--- config.mk ---
export PLATFORM = sky130hd
export DESIGN_NAME = col_result_drain
export DESIGN_NICKNAME = d
export VERILOG_FILES = /design/src/rtl/col_result_drain.sv
export SDC_FILE = /design/constraint.sdc
export NUM_CORES = 1
export LEC_CHECK = 0
export ABC_AREA = 1
export CORE_AREA = 4 4 123 125
export CTS_CLUSTER_DIAMETER = 120
export DETAILED_ROUTE_END_ITERATION = 7
export DIE_AREA = 0 0 127 129
export PLACE_DENSITY = 0.71
export SYNTH_ARGS = -nofsm -noshare
export SYNTH_HDL_FRONTEND = slang
export SYNTH_SLANG_ARGS = --single-unit
--- constraint.sdc ---
create_clock -name clk -period 4.3 [get_ports clk]
set_clock_uncertainty 0.15 [all_clocks]
set_input_delay 0.86 -clock clk [delete_from_list [all_inputs] [get_ports clk]]
set_output_delay 0.86 -clock clk [all_outputs]
set_load 0.05 [all_outputs]
--- src/rtl/col_result_drain.sv ---
// Drains one tile column-major from the column controllers onto a tagged valid/ready stream.
// A col_read pop in cycle N is presented in N+1. A held, unaccepted beat blocks further pops.
module col_result_drain #(
  parameter int COLS     = 8,
  parameter int ROWS     = 8,
  parameter int OUTWIDTH = 32,
  localparam int CW      = $clog2(COLS),
  localparam int RW      = $clog2(ROWS)
) (
  input  logic                     clk,
  input  logic                     rstn,
  input  logic                     start,
  input  logic [COLS*OUTWIDTH-1:0] col_r,
  input  logic [COLS-1:0]          col_rvalid,
  output logic [COLS-1:0]          col_read,
  output logic [OUTWIDTH-1:0]      out_data,
  output logic [CW-1:0]            out_col,
  output logic [RW-1:0]            out_row,
  output logic                     out_valid,
  input  logic                     out_ready,
  output logic                     busy,
  output logic                     done
);

  typedef enum logic [1:0] {S_IDLE, S_DRAIN, S_FLUSH, S_DONE} state_t;

  state_t          state, state_nxt;
  logic [CW-1:0]   cur_col;
  logic [RW-1:0]   cur_row;
  logic            take;
  logic            last;
  logic            accept;

  assign accept = out_valid & out_ready;
  assign last   = (cur_col == CW'(COLS-1)) && (cur_row == RW'(ROWS-1));
  assign busy   = (state == S_DRAIN) || (state == S_FLUSH);
  assign done   = (state == S_DONE);

  // rstn gates the pop so no column is popped while reset is asserted.
  always_comb begin
    state_nxt = state;
    take      = 1'b0;
    col_read  = '0;
    case (state)
      S_IDLE:  if (start) state_nxt = S_DRAIN;
      S_DRAIN: begin
        take = rstn & col_rvalid[cur_col] & (~out_valid | out_ready);
        if (take && last) state_nxt = S_FLUSH;
      end
      S_FLUSH: if (accept) state_nxt = S_DONE;
      S_DONE:  state_nxt = S_IDLE;
      default: state_nxt = S_IDLE;
    endcase
    col_read[cur_col] = take;
  end

  always_ff @(posedge clk) begin
    if (!rstn) begin
      state <= S_IDLE;
    end else begin
      state <= state_nxt;
    end
  end

  always_ff @(posedge clk) begin
    if (!rstn) begin
      cur_col <= '0;
      cur_row <= '0;
    end else if (state == S_IDLE && start) begin
      cur_col <= '0;
      cur_row <= '0;
    end else if (take) begin
      if (cur_row == RW'(ROWS-1)) begin
        if (cur_col != CW'(COLS-1)) begin
          cur_row <= '0;
          cur_col <= cur_col + CW'(1);
        end
      end else begin
        cur_row <= cur_row + RW'(1);
      end
    end
  end

  always_ff @(posedge clk) begin
    if (!rstn) begin
      out_valid <= 1'b0;
      out_data  <= '0;
      out_col   <= '0;
      out_row   <= '0;
    end else if (take) begin
      out_valid <= 1'b1;
      out_data  <= col_r[cur_col*OUTWIDTH +: OUTWIDTH];
      out_col   <= cur_col;
      out_row   <= cur_row;
    end else if (accept) begin
      out_valid <= 1'b0;
    end
  end

endmodule

## After elaboration in Yosys (flattened, before gate mapping)

Cells that the tools add are included.

- Input bits: 268
- Word-level logic and storage cells: 53
- Bits in registers: 47

- Bitwise gates (word level): 7
- Reductions and logical operators: 11
- Magnitude comparators: 2
- Multiplexer cells: 13
- Shift operators: 1
- Add/sub/neg operators: 2
- Equal/unequal tests: 10

Operators by type and width:

| operator | count |
|---|---|
| $shiftx A256 B9 Y32 | 1 |
| $and A8 B8 Y8 | 1 |
| $pmux W2 S4 | 1 |
| $add A3 B1 Y3 const B | 2 |
| $eq A3 B3 Y1 const B | 2 |
| $mux W2 | 3 |
| $mux W3 | 2 |
| $reduce_and A3 Y1 | 2 |
| $mux W1 | 5 |
| $eq A2 B2 Y1 const B | 2 |
| $logic_and A1 B1 Y1 | 4 |
| $lt A3 B4 Y1 const B | 1 |
| $ne A2 B1 Y1 const B | 2 |
| $ne A2 B2 Y1 const B | 2 |
| $and A1 B1 Y1 | 3 |
| $bmux W1 S3 | 1 |
| $demux W1 S3 | 1 |
| $ge A3 B1 Y1 const B | 1 |
| $ne A3 B3 Y1 const B | 1 |
| $eq A2 B1 Y1 const B | 1 |
| $logic_not A2 Y1 | 1 |
| $not A1 Y1 | 2 |
| $reduce_and A2 Y1 | 1 |
| $reduce_bool A2 Y1 | 1 |
| 3 further kinds | 3 |

## Depth between registers and ports, before layout

Gate-level depths: netlist of the first run.

- Depth in word-level cells: 7
- Gate-level depth with buffers: 14
- Depth with buffers taken out: 13

## Worst setup path after synthesis of the first run

No wires, ideal clock.

- Path kind: input to output
- From: input rstn
- To: output col_read[0]
- Cell stages on the path: 7
- Slack: 1.058 ns
- Required time: 3.290 ns
- Arrival: 2.232 ns
- Path through: inv_1 > a21oi_1 > nand3_2 > inv_2 > buf_6 > nand2_1 > nor2_1

- Longest elaborated chain between the ends: 4

Ends and longest elaborated chain:

| item | RTL line | RTL |
|---|---|---|
| from (decl) | 11 | `input logic rstn,` |
| $and A1 B1 Y1 (2 in a row) | 47 | `take = rstn & col_rvalid[cur_col] & (~out_valid \| out_ready);` |
| $mux W1 | 44 | `case (state)` |
| $and A8 B8 Y8 (no source line) | -- |  |
| to (decl) | 15 | `output logic [COLS-1:0] col_read,` |

No other way between the ends.

## Worst setup path after layout of the first run

- From: input rstn
- To: output col_read[2]

Same word-level chain as after synthesis.

==> results of run 1 <==
## layer usage
| layer | GRT usage | part of all wire | vias up |
|---|---|---|---|
| li1 | - | - | 2973 |
| met1 | 0.251 | 0.40 | 2536 |
| met2 | 0.435 | 0.51 | 241 |
| met3 | 0.0486 | 0.075 | 24 |
| met4 | 0.0606 | 0.023 | 0 |
| met5 | 0 | 0 | - |
## worst max path at each step
stage	end	from	slack (ns)	cells after the start
finish	col_read[2]	rstn	0.82	8
CTS	col_read[2]	rstn	0.82	8
global placement	col_read[4]	rstn	0.86	8
floorplan	col_read[0]	rstn	1.06	7
detailed placement	col_read[0]	rstn	0.83	8
global route	col_read[0]	rstn	0.69	8
## placed cells by master (no fill, tap or decap), types with 3 or more instances in the layout
master | Yosys | layout
nor2_1 | 276 | 276
buf_12 | 0 | 8
ha_1 | 9 | 9
nand2_2 | 3 | 3
o21ai_0 | 129 | 129
clkbuf_16 | 0 | 6
clkinv_1 | 3 | 3
clkdlybuf4s50_1 | 0 | 308
nand4_1 | 33 | 33
buf_4 | 4 | 11
a21oi_1 | 46 | 46
nand2_1 | 108 | 108
inv_2 | 4 | 3
inv_1 | 21 | 21
nand3_1 | 7 | 7
dfxtp_1 | 47 | 46
## flip-flops by register name, indices dropped and copies added, names as in the netlist
name / count
out_row: 3
state: 2
cur_row: 3
out_valid: 1
out_col: 3
out_data: 32
cur_col: 3
## logic make-up (layout without fill, tap and decap cells)
group,count (synthesis),count (layout),share of synthesized area
fa+ha+maj,9,9,0.0281
simple gates,429,429,0.429
compound gates,175,175,0.219
buf+inv,81,363,0.0893
flops,47,47,0.235
## where the power goes
part           total [W]  internal, W  switching, W
Sequential      0.000485     0.000465     0.0000201
Clock           0.000434     0.000254      0.000179
Combinational   0.000616     0.000330      0.000286
## worst max-delay path, cell delays in order
cell and delay, ns:
clkdlybuf4s50_1 0.50, inv_1 0.06, a21oi_1 0.24, nand3_2 0.13, inv_2 0.12, nand2_1 0.13
nor2_1 0.25, buf_12 0.17
## per-stage QoR
step / util / total power, W / cell area (um^2) / worst slack (ns)
after floorplan: - / 0.000770 / 4010 / 1.06
after detailed placement: 0.527 / 0.00111 / 7310 / 0.828
final: 0.539 / 0.00153 / 7480 / 0.818
after global placement: 0.527 / 0.00111 / 7310 / 0.861
after CTS: 0.539 / 0.00155 / 7480 / 0.821
after global routing: 0.539 / 0.00161 / 7480 / 0.692
## cell type report
cell class / count / area [um^2] / area share
Inverter: 28 / 106 / 0.0142
Clock buffer: 6 / 150 / 0.0201
Clock inverter: 2 / 17.5 / 0.00234
Tap cell: 180 / 225 / 0.0301
Sequential cell: 47 / 945 / 0.126
Multi-Input combinational cell: 613 / 2710 / 0.362
Timing Repair Buffer: 327 / 3330 / 0.445
==> results.md, run 1 <==
* **instance count of the mapped netlist** 741
* **grt ovf** 0
* **number of cell rows** 43
* **TritonCTS Sinks** 47
* **unrepaired setup endpoints after global routing** no
* **count of instances resized after the clock tree is built** 0
* **clk buf depth** 2
* **FFs w/ async S/R, synth** 0
* **Max rail drop VDD** 0.139 mV
* **start point of the worst min-delay path** out_data[25]
* **count of warnings emitted by yosys** 0
* **Post-CTS Hold Buffers** 0
* **Net Count, Synth** 1,018
* **total DRC errors in the routed layout** 0
* **number of clock buffers inserted by TritonCTS** 5
* **synthesis-stage register bit count** 47
* **worst relative slew slack** 0.460
* **floorplan core area** 13,900 um^2
* **CP arrival** 2.47 ns
* **width of the chip** 127 um
* **data required time of the critical path** 3.29 ns
* **f_max** 287 MHz
* **Detailed Place HPWL** 14.8 mm
* **R2R Setup Slk** 1.70 ns
* **largest net degree at the start of global routing** 89
* **share of post-route cells with drive strength above 1** 0.0362
* **top cells by area in the synthesized netlist** nor2_1 (26%), dfxtp_1 (23%), o21ai_0 (16%)
* **via density per instance** 4.80
* **worst-case hold path end point** out_data[25]
* **Final Routed Wirelength** 19.6 mm
* **number of primary I/O pins** 317
* **first-iteration detailed-routing DRC count** 294
* **critical path capture point type** primary output
* **vias in the first global route** 5,514
* **hold violation total from the final report** 0
* **buffers inserted by post-CTS timing repair** 0
* **sequential element share of the synthesized area** 0.235
* **clock-pin slew on the worst setup and hold paths** 0.07 ns
* **Worst setup SP type** primary input
* **Maximum Capacitance Violations** 0
* **number of antenna violations at the first check in global routing** 0
* **type of the worst min-delay path** flop to flop
* **distinct cell type count after synthesis** 19
* **number of slew-limit violations in the final report** 0
* **Clock Latency Late Sink** 0.29 ns
* **number of antenna repair diodes** 0
* **Root Buffer** clkbuf_16
* **EDFF count, synth** 0
* **drt wl/cell** 16.3 um
* **Final min period** 3.48 ns
* **starting density of the core** 0.289
* **P per Cell Area** 205 nW/um^2
* **all-layer global routing usage** 0.227
* **share of the clock period used by the worst path after layout** 0.810
* **PortBufs** 316
* **most numerous cell in the Yosys netlist** nor2_1
* **wire length of the first global-routing pass** 29.4 mm
* **total negative slack** 0 ns
* **cell area after synthesis** 4010 um^2
* **worst flop-to-flop path endpoint** out_data[14]
* **outcome** finished, final reports clean
* **first-pass detailed-route iteration total** 4
* **highest fanout seen on the critical path** 4
* **Setup Viol. Count Final** 0
* **average cell area after synthesis** 5.40 um^2
* **post-route ant nets** 0
* **beginning of the worst register-to-register path** cur_col[0]
* **static leakage** 2.90 nW
* **number of cell instances on the worst register-to-register path** 8
* **TritonCTS clock tree** built
* **classification of the worst setup path** primary input to primary output
* **non-filler instance count after layout** 1,203
* **Least-Margin Pin Slew** 0.811 ns
* **final net count** 1,299
* **placed cells** 1,195
* **area growth from synthesis to layout** 86.7%
* **Placer Congestion** 0.880
* **top-area cell type share of the netlist area** 0.259
* **Worst Hold Depth** 2
* **cell type with the largest total area after synthesis** nor2_1
* **height of the chip** 129 um
* **die area** 16,400 um^2
* **hold slack final** 0.314 ns
* **CTS HTree Levels** 2
* **most numerous cell types in the synthesized netlist** nor2_1 (276), o21ai_0 (129), nand2_1 (108)
* **Layout fillers** 1,397
* **leading register cell type out of synthesis** dfxtp_1
* **via count** 5,774
No activity file was read; power rests on OpenSTA's default activity.
==> run 2, diff against run 1 <==
Settings changed: PLACE_DENSITY 0.71 to 0.74.
Clock period 4.3 ns to 2.9 ns, I/O delays scaled along.
==> run 2 against run 1 <==
Compared with the run above:
- hold slack gained 0.0013 ns
- clock power up 31%
- combinational power is 49% higher
- routed wire length decreased by 2.8%
- sequential share of layout area decreased by 0.074 points
- final cell count increased by 0.42%
- first-iteration DRC count decreased by 21%
- flip-flop and latch count is the same
- clock-buffer cell count shrank 1
- via count is essentially flat
- largest cell class unchanged
==> results.md, run 2 (synthesis gave the netlist of run 1 again) <==
* **outcome** finished, final reports clean
* **clk buf depth** 2
* **largest net degree at the start of global routing** 119
* **Final Routed Wirelength** 19.1 mm
* **number of buffers and inverters on the critical path** 5
* **cell with the biggest individual delay on the critical path** clkdlybuf4s50_1
* **CTS HTree Levels** 2
* **post-route ant nets** 0
* **total negative slack** 0 ns
* **final net count** 1,304
* **PortBufs** 316
* **number of slew-limit violations in the final report** 0
* **beginning of the worst register-to-register path** cur_col[0]
* **TritonCTS Sinks** 47
* **via count** 5,775
* **worst-path cell chain** clkdlybuf4s50_1 > inv_1 > nand2_1 > nand3_1 > nand2_1 > inv_2 > nand2_2 > nand3_2 > inv_2 > nand2_2 > nor2_1 > buf_12
* **number of clock buffers inserted by TritonCTS** 5
* **most flop-heavy register** out_data
* **height of the chip** 129 um
* **number of cell rows** 43
* **total DRC errors in the routed layout** 0
* **first-iteration detailed-routing DRC count** 231
* **all-layer global routing usage** 0.215
* **share of post-route cells with drive strength above 1** 0.0467
* **Placer Congestion** 0.878
* **critical path startpoint** col_rvalid[4]
* **flip-flop count of the largest register, all copies and words added** 32
* **most common library cell in the layout ignoring fill and taps** clkdlybuf4s50_1
* **grt ovf** 0
* **clock-pin slew on the worst setup and hold paths** 0.06 ns
* **number of primary I/O pins** 317
* **hold violation total from the final report** 0
* **TritonCTS clock tree** built
* **hold slack final** 0.315 ns
* **start point of the worst min-delay path** out_data[3]
* **area growth from synthesis to layout** 87.8%
* **combined area of the multi-input logic cells** 2720 um^2
* **die area** 16,400 um^2
* **Root Buffer** clkbuf_16
* **Setup Viol. Count Final** 0
* **static leakage** 2.92 nW
* **Least-Margin Pin Slew** 0.588 ns
* **share of the clock period used by the worst path after layout** 0.974
* **starting density of the core** 0.289
* **highest fanout seen on the critical path** 5
* **classification of the worst setup path** primary input to primary output
* **P per Cell Area** 293 nW/um^2
* **final core occ** 0.542
* **Post-CTS Hold Buffers** 0
* **unrepaired setup endpoints after global routing** yes
* **Critical Path Max Stage Delay** 0.46 ns
* **Clock Latency Late Sink** 0.28 ns
* **CP arrival** 2.10 ns
* **Layout fillers** 1,405
* **Maximum Capacitance Violations** 0
* **Detailed Place HPWL** 14.9 mm
* **Worst setup SP type** primary input
* **first-pass detailed-route iteration total** 5
* **Largest delay share family, worst path** buffers and inverters
* **Max rail drop VDD** 0.197 mV
* **type of the worst min-delay path** flop to flop
* **f_max** 354 MHz
* **worst relative slew slack** 0.607
* **drt wl/cell** 15.8 um
* **top library cells by usage in the layout, fill and taps aside** clkdlybuf4s50_1 (308), nor2_1 (272), o21ai_0 (129), nand2_1 (107), dfxtp_1 (46)
* **number of antenna repair diodes** 0
* **critical path capture point type** primary output
* **floorplan core area** 13,900 um^2
* **area used by sequential logic in the layout** 945 um^2
* **wire length of the first global-routing pass** 27.9 mm
* **data required time of the critical path** 2.17 ns
* **via density per instance** 4.78
* **number of antenna violations at the first check in global routing** 0
* **width of the chip** 127 um
* **Final min period** 2.83 ns
* **vias in the first global route** 5,460
[run 2: worst paths after layout]
check	end	slack, ns	depth (start not counted)
setup / recovery	col_read[5]	0.07	12
hold / removal	out_data[3]	0.32	2
setup reg to reg	out_data[5]	0.64	7
hold reg to reg	out_data[3]	0.32	2
[run 2: area by class of cell]
class,count,area share
flip-flops and latches,47,0.126
repair buffers,332,0.449
clock inverters,3,0.00250
well taps,180,0.0300
inverters,28,0.0143
multi-input cells,613,0.362
clock buffers,5,0.0166
[run 2: timing repair]
| item | CTS | global route |
|---|---|---|
| resized for setup | 0 | 7 |
| buffers inserted | 0 | 0 |
| endpoints found under the setup margin | 0 | 8 |
[run 2: metrics by stage]
stage          power, W  setup slack, ns  area [um^2]  instances
2_1_floorplan   0.00114            0.218         4010        741
3_3_place_gp    0.00164           0.0957         7360       1200
3_5_place_dp    0.00165           0.0625         7360       1200
4_1_cts         0.00223           0.0219         7500       1208
5_1_grt         0.00232          -0.0291         7520       1208
6_report        0.00220           0.0740         7520       1208
[run 2: worst min-delay path: cells and delay by family (launching register included)]
kind,cells,cell delay (ns)
simple gates,1,0.06
compound gates,1,0.05
flops,1,0.31
[run 2: per-layer routing]
layer | up-vias | share of wire | global-route usage
met5 | - | 0 | 0
met4 | 0 | 0.023 | 0.0580
met3 | 26 | 0.091 | 0.0494
met2 | 256 | 0.51 | 0.412
met1 | 2519 | 0.38 | 0.237
li1 | 2974 | - | -
[run 2: power by group]
group / switching, W / internal [W] / total (W)
clock network: 0.000249 / 0.000319 / 0.000567
logic: 0.000423 / 0.000493 / 0.000917
registers: 0.0000299 / 0.000689 / 0.000719
